$ cat config.mk
export PLATFORM = sky130hd
export DESIGN_NAME = aes_shiftrows_pipe
export DESIGN_NICKNAME = d
export VERILOG_FILES = /design/src/rtl/aes_pkg.sv /design/src/rtl/aes_pipe_slot.sv /design/src/rtl/aes_shiftrows_pipe.sv
export SDC_FILE = /design/constraint.sdc
export NUM_CORES = 1
export LEC_CHECK = 0
export BUFFER_PORTS_ARGS = -buffer_cell sky130_fd_sc_hd__buf_2
export CORE_UTILIZATION = 43
export CTS_CLUSTER_SIZE = 8
export DETAILED_ROUTE_END_ITERATION = 7
export MAX_ROUTING_LAYER = met4
export PLACE_DENSITY = 0.88
export SYNTH_ARGS = -nofsm -noshare
export SYNTH_HDL_FRONTEND = slang
export SYNTH_HIERARCHICAL = 1
export SYNTH_SLANG_ARGS = --single-unit
$ cat constraint.sdc
create_clock -name clk -period 1.15 [get_ports clk]
set_clock_uncertainty 0.05 [all_clocks]
set_input_delay 0.115 -clock clk [delete_from_list [all_inputs] [get_ports clk]]
set_output_delay 0.115 -clock clk [all_outputs]
set_load 0.01 [all_outputs]
$ cat src/rtl/aes_pkg.sv
// Shared AES datapath types, legal Rijndael widths and row shifts.
// Items: aes_dir_e, NB_128/192/256, nb_legal(), shift_off().
package aes_pkg;

  typedef enum logic {
    AES_FWD = 1'b0,
    AES_INV = 1'b1
  } aes_dir_e;

  localparam int NB_128 = 4;
  localparam int NB_192 = 6;
  localparam int NB_256 = 8;

  function automatic bit nb_legal(input int nb);
    return (nb == NB_128) ||
           (nb == NB_192) ||
           (nb == NB_256);
  endfunction

  // Row shift Cr; only Nb=8 differs (rows 2/3).
  function automatic int shift_off(
    input int nb,
    input int r
  );
    int off;
    off = r;
    if (nb == NB_256 && r >= 2) off = r + 1;
    return off;
  endfunction

endpackage

$ cat src/rtl/aes_pipe_slot.sv
// One valid/ready register slot carrying a W-bit payload.
// Ports: clk, rst_n, load, up_valid, up_data -> valid, data.
module aes_pipe_slot #(
  parameter int W = 8
) (
  input  logic         clk,
  input  logic         rst_n,
  input  logic         load,
  input  logic         up_valid,
  input  logic [W-1:0] up_data,
  output logic         valid,
  output logic [W-1:0] data
);

  always_ff @(posedge clk) begin
    if (!rst_n) begin
      valid <= 1'b0;
      data  <= '0;
    end else if (load) begin
      valid <= up_valid;
      // payload only captured for a real block
      if (up_valid) data <= up_data;
    end
  end

endmodule

$ cat src/rtl/aes_shiftrows_pipe.sv
// Pipelined ShiftRows/InvShiftRows for Rijndael Nb=4/6/8.
// Ports: in_valid/in_ready/in_mode/in_tag/in_data -> out_valid/out_ready/out_tag/out_data.
module aes_shiftrows_pipe
  import aes_pkg::*;
#(
  parameter int NB          = 4,
  parameter int PIPE_STAGES = 1,
  parameter int TAG_W       = 4
) (
  input  logic             clk,
  input  logic             rst_n,
  input  logic             in_valid,
  output logic             in_ready,
  input  logic             in_mode,
  input  logic [TAG_W-1:0] in_tag,
  input  logic [0:32*NB-1] in_data,
  output logic             out_valid,
  input  logic             out_ready,
  output logic [TAG_W-1:0] out_tag,
  output logic [0:32*NB-1] out_data
);

  localparam int DW = 32 * NB;
  localparam int W  = TAG_W + DW;

  if (!nb_legal(NB)) begin : g_bad_nb
    $error("aes_shiftrows_pipe: NB must be 4, 6 or 8");
  end
  if (PIPE_STAGES < 1 || PIPE_STAGES > 4) begin : g_bad_ps
    $error("aes_shiftrows_pipe: PIPE_STAGES must be 1..4");
  end
  if (TAG_W < 1) begin : g_bad_tag
    $error("aes_shiftrows_pipe: TAG_W must be >= 1");
  end

  aes_dir_e        dir;
  logic [0:DW-1]   perm;

  assign dir = aes_dir_e'(in_mode);

  for (genvar c = 0; c < NB; c++) begin : g_col
    for (genvar r = 0; r < 4; r++) begin : g_row
      localparam int OFF = shift_off(NB, r);
      localparam int FC  = (c + OFF) % NB;
      localparam int IC  = (c - OFF + NB) % NB;
      assign perm[8*(4*c+r) +: 8] =
        (dir == AES_INV) ?
        in_data[8*(4*IC+r) +: 8] :
        in_data[8*(4*FC+r) +: 8];
    end
  end

  logic         vld [0:PIPE_STAGES];
  logic [W-1:0] pay [0:PIPE_STAGES];
  logic         ld  [0:PIPE_STAGES-1];

  assign vld[0] = in_valid;
  assign pay[0] = {in_tag, perm};

  // Slot i loads when out_ready is high or any
  // slot from i onward is empty (free bubble).
  always_comb begin
    logic full;
    full = 1'b1;
    for (int i = PIPE_STAGES - 1; i >= 0; i--) begin
      full  = full & vld[i+1];
      ld[i] = out_ready | ~full;
    end
  end

  for (genvar k = 0; k < PIPE_STAGES; k++) begin : g_slot
    aes_pipe_slot #(
      .W(W)
    ) u_slot (
      .clk      (clk),
      .rst_n    (rst_n),
      .load     (ld[k]),
      .up_valid (vld[k]),
      .up_data  (pay[k]),
      .valid    (vld[k+1]),
      .data     (pay[k+1])
    );
  end

  assign in_ready  = rst_n & ld[0];
  assign out_valid = vld[PIPE_STAGES];
  assign out_tag   = pay[PIPE_STAGES][W-1 -: TAG_W];
  assign out_data  = pay[PIPE_STAGES][DW-1:0];

endmodule

==> Word-level counts from Yosys, hierarchy flattened <==
Cells that the tools add are included.
W data, S select, Z words.
{ "classes": {"shifts": 0, "multipliers": 0, "div": 0, "n_lt_le_gt_ge": 0, "add_sub_neg": 0, "n_reduce_logical": 1, "n_bitwise": 3, "n_eq_ne": 0, "n_mux": 8} }
{ "op_table": {"columns": ["cell", "n"], "rows": [
  ["$mux W8", 8],
  ["$reduce_and A2 Y1", 1],
  ["$and A1 B1 Y1", 1],
  ["$not A1 Y1", 1],
  ["$or A1 B1 Y1", 1]
]} }
{ "totals": {"register_bits": 133, "output_inout_bits": 134, "input_bits": 137, "ram_bits": 0, "mem_bits_ro": 0, "mem_count": 0, "wordCells": 14, "latchBits": 0} }

==> Depth between registers and ports, before layout <==
Gate-level depths: netlist of run 1.
{ "depth": {"ltp_word": 3, "mapped_depth": 7, "ltp_nobuf": 3} }

==> Modules after synthesis <==
The synthesis of run 1 kept the hierarchy.
{ "by_module_without_submodules": {"columns": ["module", "cells_per_inst", "area_per_inst_um2", "instances", "seq_area_each_um2"], "rows": [
  ["aes_pipe_slot", 606, 5154.9, 1, 2662.6],
  ["aes_shiftrows_pipe", 73, 1089.8, 1, 0.0]
]} }

==> Worst setup path before layout of run 1 <==
OpenSTA, ideal clock, no wires.
{ "synth_path": {"path_type": "register to register", "start": "register g_slot[0].u_slot.valid", "end": "register g_slot[0].u_slot.data[109]", "synth_period_minus_slack_ns": 1.350, "required_ns": 1.033, "setup_slack_ns": -0.200, "path_buffers": 4, "setup_time_ns": 0.067, "path_stages_with_launch": 8, "t_arrival_ns": 1.233, "path_cell_list": "dfxtp_1 nand2b_1 buf_6 and2_4 buf_6 buf_6 buf_6 o21ai_2"} }
{ "synth_via": {"elab_chain_cells": 3} }
{ "synth_lines": {"columns": ["item", "line", "text"], "rows": [
  ["start: declaration", "aes_pipe_slot.sv:11", "output logic valid,"],
  ["start signal: assignment", "aes_pipe_slot.sv:20", "valid <= up_valid;"],
  ["$not A1 Y1", "aes_shiftrows_pipe.sv:67", "ld[i] = out_ready | ~full;"],
  ["$or A1 B1 Y1", "aes_shiftrows_pipe.sv:67", null],
  ["via ld", "aes_shiftrows_pipe.sv:55", "logic ld [0:PIPE_STAGES-1];"],
  ["$reduce_and A2 Y1 (no line)", null, null],
  ["end signal: assignment", "aes_pipe_slot.sv:22", "if (up_valid) data <= up_data;"],
  ["end: declaration", "aes_pipe_slot.sv:12", "output logic [W-1:0] data"]
]} }
The timed path passes the listed nets, and every way through them passes these cells.
A chain may end at the register's enable or synchronous reset.

==> Final worst setup path of run 1 <==
{ "layout_path": {"start": "register g_slot[0].u_slot.valid", "end": "output port in_ready"} }
{ "layout_via": {"elab_chain_cells": 3} }
{ "layout_lines": {"columns": ["item", "line", "text"], "rows": [
  ["$not A1 Y1", "aes_shiftrows_pipe.sv:67", null],
  ["$or A1 B1 Y1", "aes_shiftrows_pipe.sv:67", null],
  ["via ld", "aes_shiftrows_pipe.sv:55", null],
  ["$and A1 B1 Y1", "aes_shiftrows_pipe.sv:85", "assign in_ready = rst_n & ld[0];"],
  ["end: declaration", "aes_shiftrows_pipe.sv:13", "output logic in_ready,"]
]} }
The timed path passes the listed nets, and every way through them passes these cells.

==> results.yml, run 1 <==
global_route:
  grt_pass1_wl_um: 31000
  grt_max_degree: 78
  grt_pass1_vias: 6355
  antenna_found_initial: 0
  grt_usage_pct: 27.5
  gr-total-overflow: 0
clocking:
  clkSlewWorstSetupHoldPaths_ns: 0.06
  cts.sinks: 133
  cts.root.buffer_cell: "clkbuf_16"
  clkLatencyLatePin_ns: 0.41
  cts_tree: "yes"
  clk_path_buf_depth: 2
  cts_max_level: 4
  cts_buffers: 17
outcome:
  violations: "negative setup slack"
  status: "finished with violations"
detailed_routing:
  wl_um: 21000
  ant_nets: 0
  num_vias: 6594
  firstDrtPassIters: 7
  drt_iter0_markers: 448
  drc_errors: 0
  drt-vias-per-instance: 5.52
  drt-wirelength-per-cell_um: 17.6
synthesis:
  synth_largest_area_cell: "dfxtp_1"
  ys_types: 19
  syn_inst: 679
  synth_area_mm2: 0.00624
  ys_seq_area_share_pct: 42.6
  synthTopCellsByArea: "dfxtp_1, mux2_4, nand4_1, nand2_1, o21ai_0"
  syn_area_per_cell_um2: 9.20
  synth_top_area_share_pct: 42.6
  synth_seq_cells: 133
  syn-num-nets: 816
  yosysWarningCount: 6
placement:
  hpwl_um: 11400
  port_buffers: 270
  routabilityCongestion: 0.783
timing:
  fmax_mhz: 723
  rsz0062_at_grt: "yes"
  slew_headroom_pct: 77.0
  post-route-period-util_pct: 120
  slew_viol_final: 0
  period_minus_slack_ns: 1.38
  finalSetupViolCount: 134
  tightest_slew_ns: 0.345
  hold_viol: 0
  setup_slack_ns: -0.233
worst_setup_path:
  worstPathArrival_ns: 1.22
  cp_max_fo: 3
  required_ns: 0.99
  cp-end-kind: "output pin"
  crit_path_max_incr_delay_ns: 0.35
  path_delay_family: "flip-flops"
  path_class: "reg2out"
  crit_buf_inv: 2
  startpoint_type: "flip-flop"
  cp_cell_sequence: "nand2b_4 -> buf_12 -> and2_4 -> buf_6"
  crit_slowest_cell: "dfxtp_2"
floorplan:
  die_h_um: 123
  design.die.area_mm2: 0.0150
  start_util_pct: 44.5
  core_mm2: 0.0140
  die_x_um: 123
  core.rowCount: 43
  ios: 271
min_path:
  min_path_type: "in2reg"
cells_and_area:
  final_core_util_pct: 68.0
  drive_above_1_share_pct: 44.1
  area_growth_pct: 52.8
  final_common_cell: "buf_2"
  fin_nets: 1138
  layout_common_cells: "buf_2, nand2_1, nand4_1, dfxtp_1, dlygate4sd3_1"
power:
  total_power_mw: 13.9
  p_per_area_mw_per_mm2: 1450
  p_leak_nw: 4.39
  ir_worst_vdd_uv: 986
job:
  maxCapViolCount: 0
[per-layer routing]
layer,vias up,routed length (um),share of wire [%],track usage [%]
met4,0,867,4.1,14.9
met3,76,1460,6.9,6.69
met5,-,0,0,-
li1,3105,-,-,-
met2,328,10500,50,46.6
met1,3085,8130,39,29.6
[synth_stat cells]
library cell / count
dfxtp_1: 133
and2_1: 1
o21ai_2: 30
clkbuf_2: 6
nor2b_1: 1
buf_4: 1
nand2b_1: 1
o21a_1: 1
nand4_1: 132
o21ai_1: 40
clkbuf_1: 48
buf_2: 9
buf_12: 6
o21ai_0: 62
mux2_2: 4
nand2_1: 132
buf_6: 11
mux2_4: 60
and2_4: 1
[cell type report]
type | instances | area, um^2
diodes | 1 | 2.50
fillers | 1035 | 4500
repair buffers | 382 | 2850
multi-input cells | 467 | 3120
clock inverters | 12 | 224
clock buffers | 20 | 457
well taps | 180 | 225
flip-flops and latches | 133 | 2660
[registers in the layout, summed over array words and instances, names as in the netlist]
register,count
g_slot.u_slot/data,132
g_slot.u_slot/valid,1
[where the power goes]
part	switching, mW	internal (mW)	leakage, nW
combinational	1.21	1.29	2.96
sequential	0.163	4.92	1.10
clock	2.07	4.19	0.331
[worst paths after layout]
| check | slack, ns | startpoint | depth (start not counted) | endpoint |
|---|---|---|---|---|
| worst min register to register | 0.39 | g_slot[0].u_slot/data[43] | 2 | g_slot[0].u_slot/data[43] |
| worst max register to register | -0.19 | g_slot[0].u_slot/valid | 5 | g_slot[0].u_slot/data[78] |
| worst min-delay path | 0.01 | rst_n | 3 | g_slot[0].u_slot/data[66] |
| worst max-delay path | -0.23 | g_slot[0].u_slot/valid | 4 | in_ready |
[per-stage QoR]
step                cell area (um^2)  hold slack, ns  setup slack (ns)  setup TNS (ns)  cells
floorplan                       6260           0.208            -0.114           -9.88    679
global placement                7660           0.299           -0.0442          -0.107   1068
detailed placement              7660           0.309           -0.0716           -1.55   1068
CTS                             9410        0.000743            -0.253          -23.49   1185
global route                    9540          0.0306            -0.272          -21.70   1194
finish                          9540          0.0142            -0.233          -15.53   1195
[worst register-to-register path, cell delays in order (launching register included)]
cell	delay (ns)
dfxtp_2	0.33
nand2b_4	0.08
buf_6	0.16
and2_4	0.22
bufbuf_16	0.30
o21ai_1	0.08
[what timing repair did]
action                                  4_1_cts  5_1_grt
hold buffers                                 70        0
hold endpoints to repair                     69        0
gates cloned                                 10        4
buffers inserted                              5        5
pin swaps                                     0        2
endpoints found under the setup margin       74      134
gates resized for setup                      14       37
[cell families (layout without fill, tap and decap cells)]
kind of cell	after synthesis	in the layout	share of synthesized area, %
flops	133	133	42.6
mux	64	64	15.1
simple gates	268	270	21.6
compound gates	133	133	12.5
other cells	0	1	0
buf+inv	81	414	8.11
Power figures use the tool's default switching activity.
==> run 2: changes to the inputs <==
==> constraint.sdc (replaced) <==
create_clock -name clk -period 1.15 [get_ports clk]
set_clock_uncertainty 0.05 [all_clocks]
set_input_delay 0.2875 -clock clk [delete_from_list [all_inputs] [get_ports clk]]
set_output_delay 0.2875 -clock clk [all_outputs]
set_load 0.01 [all_outputs]
==> run 2 against run 1 <==
The run still ends with negative setup slack left. Critical endpoint is now g_slot[0].u_slot/data[12]. Highest routed layer unchanged. Cell count down 0.17%. Utilization rose by 6.5 points. Register-to-register slack got worse by 0.16 ns.
==> results.yml, run 2 (synthesis results as in run 1) <==
outcome:
  status: "finished with violations"
  violations: "negative setup slack"
timing:
  slew_headroom_pct: 78.6
  fmax_mhz: 665
  period_minus_slack_ns: 1.50
  setup_slack_ns: -0.354
  tightest_slew_ns: 0.317
  finalSetupViolCount: 267
  rsz0062_at_grt: "yes"
  hold_viol: 0
  slew_viol_final: 0
  post-route-period-util_pct: 131
cells_and_area:
  largest_reg_flops: 132
  seq_area_mm2: 0.00283
  layout_common_cells: "buf_6, buf_2, nand2_1, nand4_1, dfxtp_2"
  top_register: "g_slot.u_slot/data"
  final_common_cell: "buf_6"
  fin_nets: 1137
  n_fill_cell: 839
  area_growth_pct: 67.5
  fin_cells: 1193
  drive_above_1_share_pct: 64.2
  reg_top3: "g_slot.u_slot/data x132, g_slot.u_slot/valid x1"
  diodes: 0
  final_core_util_pct: 74.5
  multi_input_area_mm2: 0.00313
worst_setup_path:
  rr_startpoint: "g_slot[0].u_slot/valid"
  crit_path_max_incr_delay_ns: 0.36
  path_class: "reg2reg"
  r2r-end: "g_slot[0].u_slot/data[12]"
  path_depth: 6
  crit_buf_inv: 3
  cp-end-kind: "flip-flop"
  crit_slowest_cell: "dfxtp_4"
  r2r_cells: 6
  path_delay_family: "buffers and inverters"
  required_ns: 1.39
  crit_end: "g_slot[0].u_slot/data[12]"
  r2r_setup_slack_ns: -0.35
  cp_max_fo: 7
  path_common_cell: "buf_4"
  startpoint_type: "flip-flop"
  cp_cell_sequence: "nand2b_4 -> buf_4 -> and2_4 -> buf_4 -> buf_8 -> o21ai_0"
  startpoint: "g_slot[0].u_slot/valid"
  worstPathArrival_ns: 1.74
clocking:
  clkSlewWorstSetupHoldPaths_ns: 0.06
  cts.sinks: 133
  cts_tree: "yes"
  cts.root.buffer_cell: "clkbuf_16"
  cts_max_level: 4
  hold_buffers: 0
  clkLatencyLatePin_ns: 0.41
  clk_path_buf_depth: 2
  cts_buffers: 17
power:
  ir_worst_vdd_uv: 933
  internal_power_mw: 10.4
  switchingPower_mw: 3.56
  comb_power_share_pct: 21.4
  p_leak_nw: 4.71
  sw_frac_of_total_pct: 25.5
  p_per_area_mw_per_mm2: 1330
  pwr-share-clk_pct: 41.2
  seqPwrFrac_pct: 37.4
floorplan:
  core.rowCount: 43
  die_h_um: 123
  core_mm2: 0.0140
  start_util_pct: 44.5
  die_x_um: 123
  ios: 271
  design.die.area_mm2: 0.0150
min_path:
  min_path_type: "in2reg"
  holdPathStages: 3
detailed_routing:
  drt-vias-per-instance: 5.74
  ant_nets: 0
  drt-wirelength-per-cell_um: 19.7
  wl_um: 23500
  firstDrtPassIters: 5
  drt_iter0_markers: 484
  drc_errors: 0
  num_vias: 6844
placement:
  hpwl_um: 12700
  port_buffers: 270
  routabilityCongestion: 0.811
  dp_cells: 1098
global_route:
  grt_max_degree: 80
  grt_pass1_wl_um: 34000
  antenna_found_initial: 0
  gr-total-overflow: 0
  grt_usage_pct: 30.3
  grt_pass1_vias: 6677
job:
  maxCapViolCount: 0
-- run 2: repair_timing --
item	in CTS	in global routing
pin swaps	3	1
setup endpoints to repair	248	267
endpoints found under the hold margin	0	0
buffers inserted	17	30
resized for setup	311	32
gates cloned	14	2
-- run 2: worst min-delay path, delay by kind of cell --
kind / cells / cell delay, ns
AND/OR/NAND/NOR: 1 / 0.06
buffers and inverters: 1 / 0.08
AO/OA/AOI/OAI: 1 / 0.07
-- run 2: per-layer routing --
metal	GRT usage [%]	up-vias	part of all wire [%]
li1	-	3108	-
met2	52.6	359	52
met4	15.3	0	4.1
met5	-	-	0
met3	7.95	99	6.2
met1	31.6	3278	38
-- run 2: area by class of cell --
class | instances | share of cell area, %
multi-input combinational | 467 | 30.0
sequential | 133 | 27.1
clock inverter | 7 | 1.12
timing repair buffer | 381 | 34.8
clock buffer | 25 | 4.83
tap | 180 | 2.15
-- run 2: worst min-delay path by stage --
stage	startpoint	to	slack, ns
after floorplan	in_tag[1]	g_slot[0].u_slot/data[129]	0.38
final	in_tag[1]	g_slot[0].u_slot/data[129]	0.07
after global routing	in_tag[2]	g_slot[0].u_slot/data[130]	0.07
after CTS	in_tag[1]	g_slot[0].u_slot/data[129]	0.05
after detailed placement	g_slot[0].u_slot/data[72]	g_slot[0].u_slot/data[72]	0.40
after global placement	g_slot[0].u_slot/data[51]	g_slot[0].u_slot/data[51]	0.39
-- run 2: metrics by stage --
step	total power [mW]	worst slack, ns	hold WS, ns	area [um^2]	TNS, ns
floorplan	6.39	-0.102	0.381	6280	-8.12
global placement	7.19	-0.176	0.391	7910	-17.07
detailed placement	7.25	-0.202	0.398	7910	-19.41
CTS	13.7	-0.274	0.0505	10100	-24.29
global route	14.4	-0.349	0.0715	10500	-31.77
finish	14.0	-0.354	0.0721	10500	-25.51
-- run 2: power by group through the flow --
stage | sequential, mW | combinational, mW | clock [mW]
5_1_grt | 5.25 | 3.15 | 6.02
3_3_place_gp | 5.16 | 2.03 | 0
2_1_floorplan | 5.32 | 1.08 | 0
4_1_cts | 5.21 | 2.74 | 5.76
6_report | 5.22 | 2.99 | 5.75
3_5_place_dp | 5.17 | 2.08 | 0
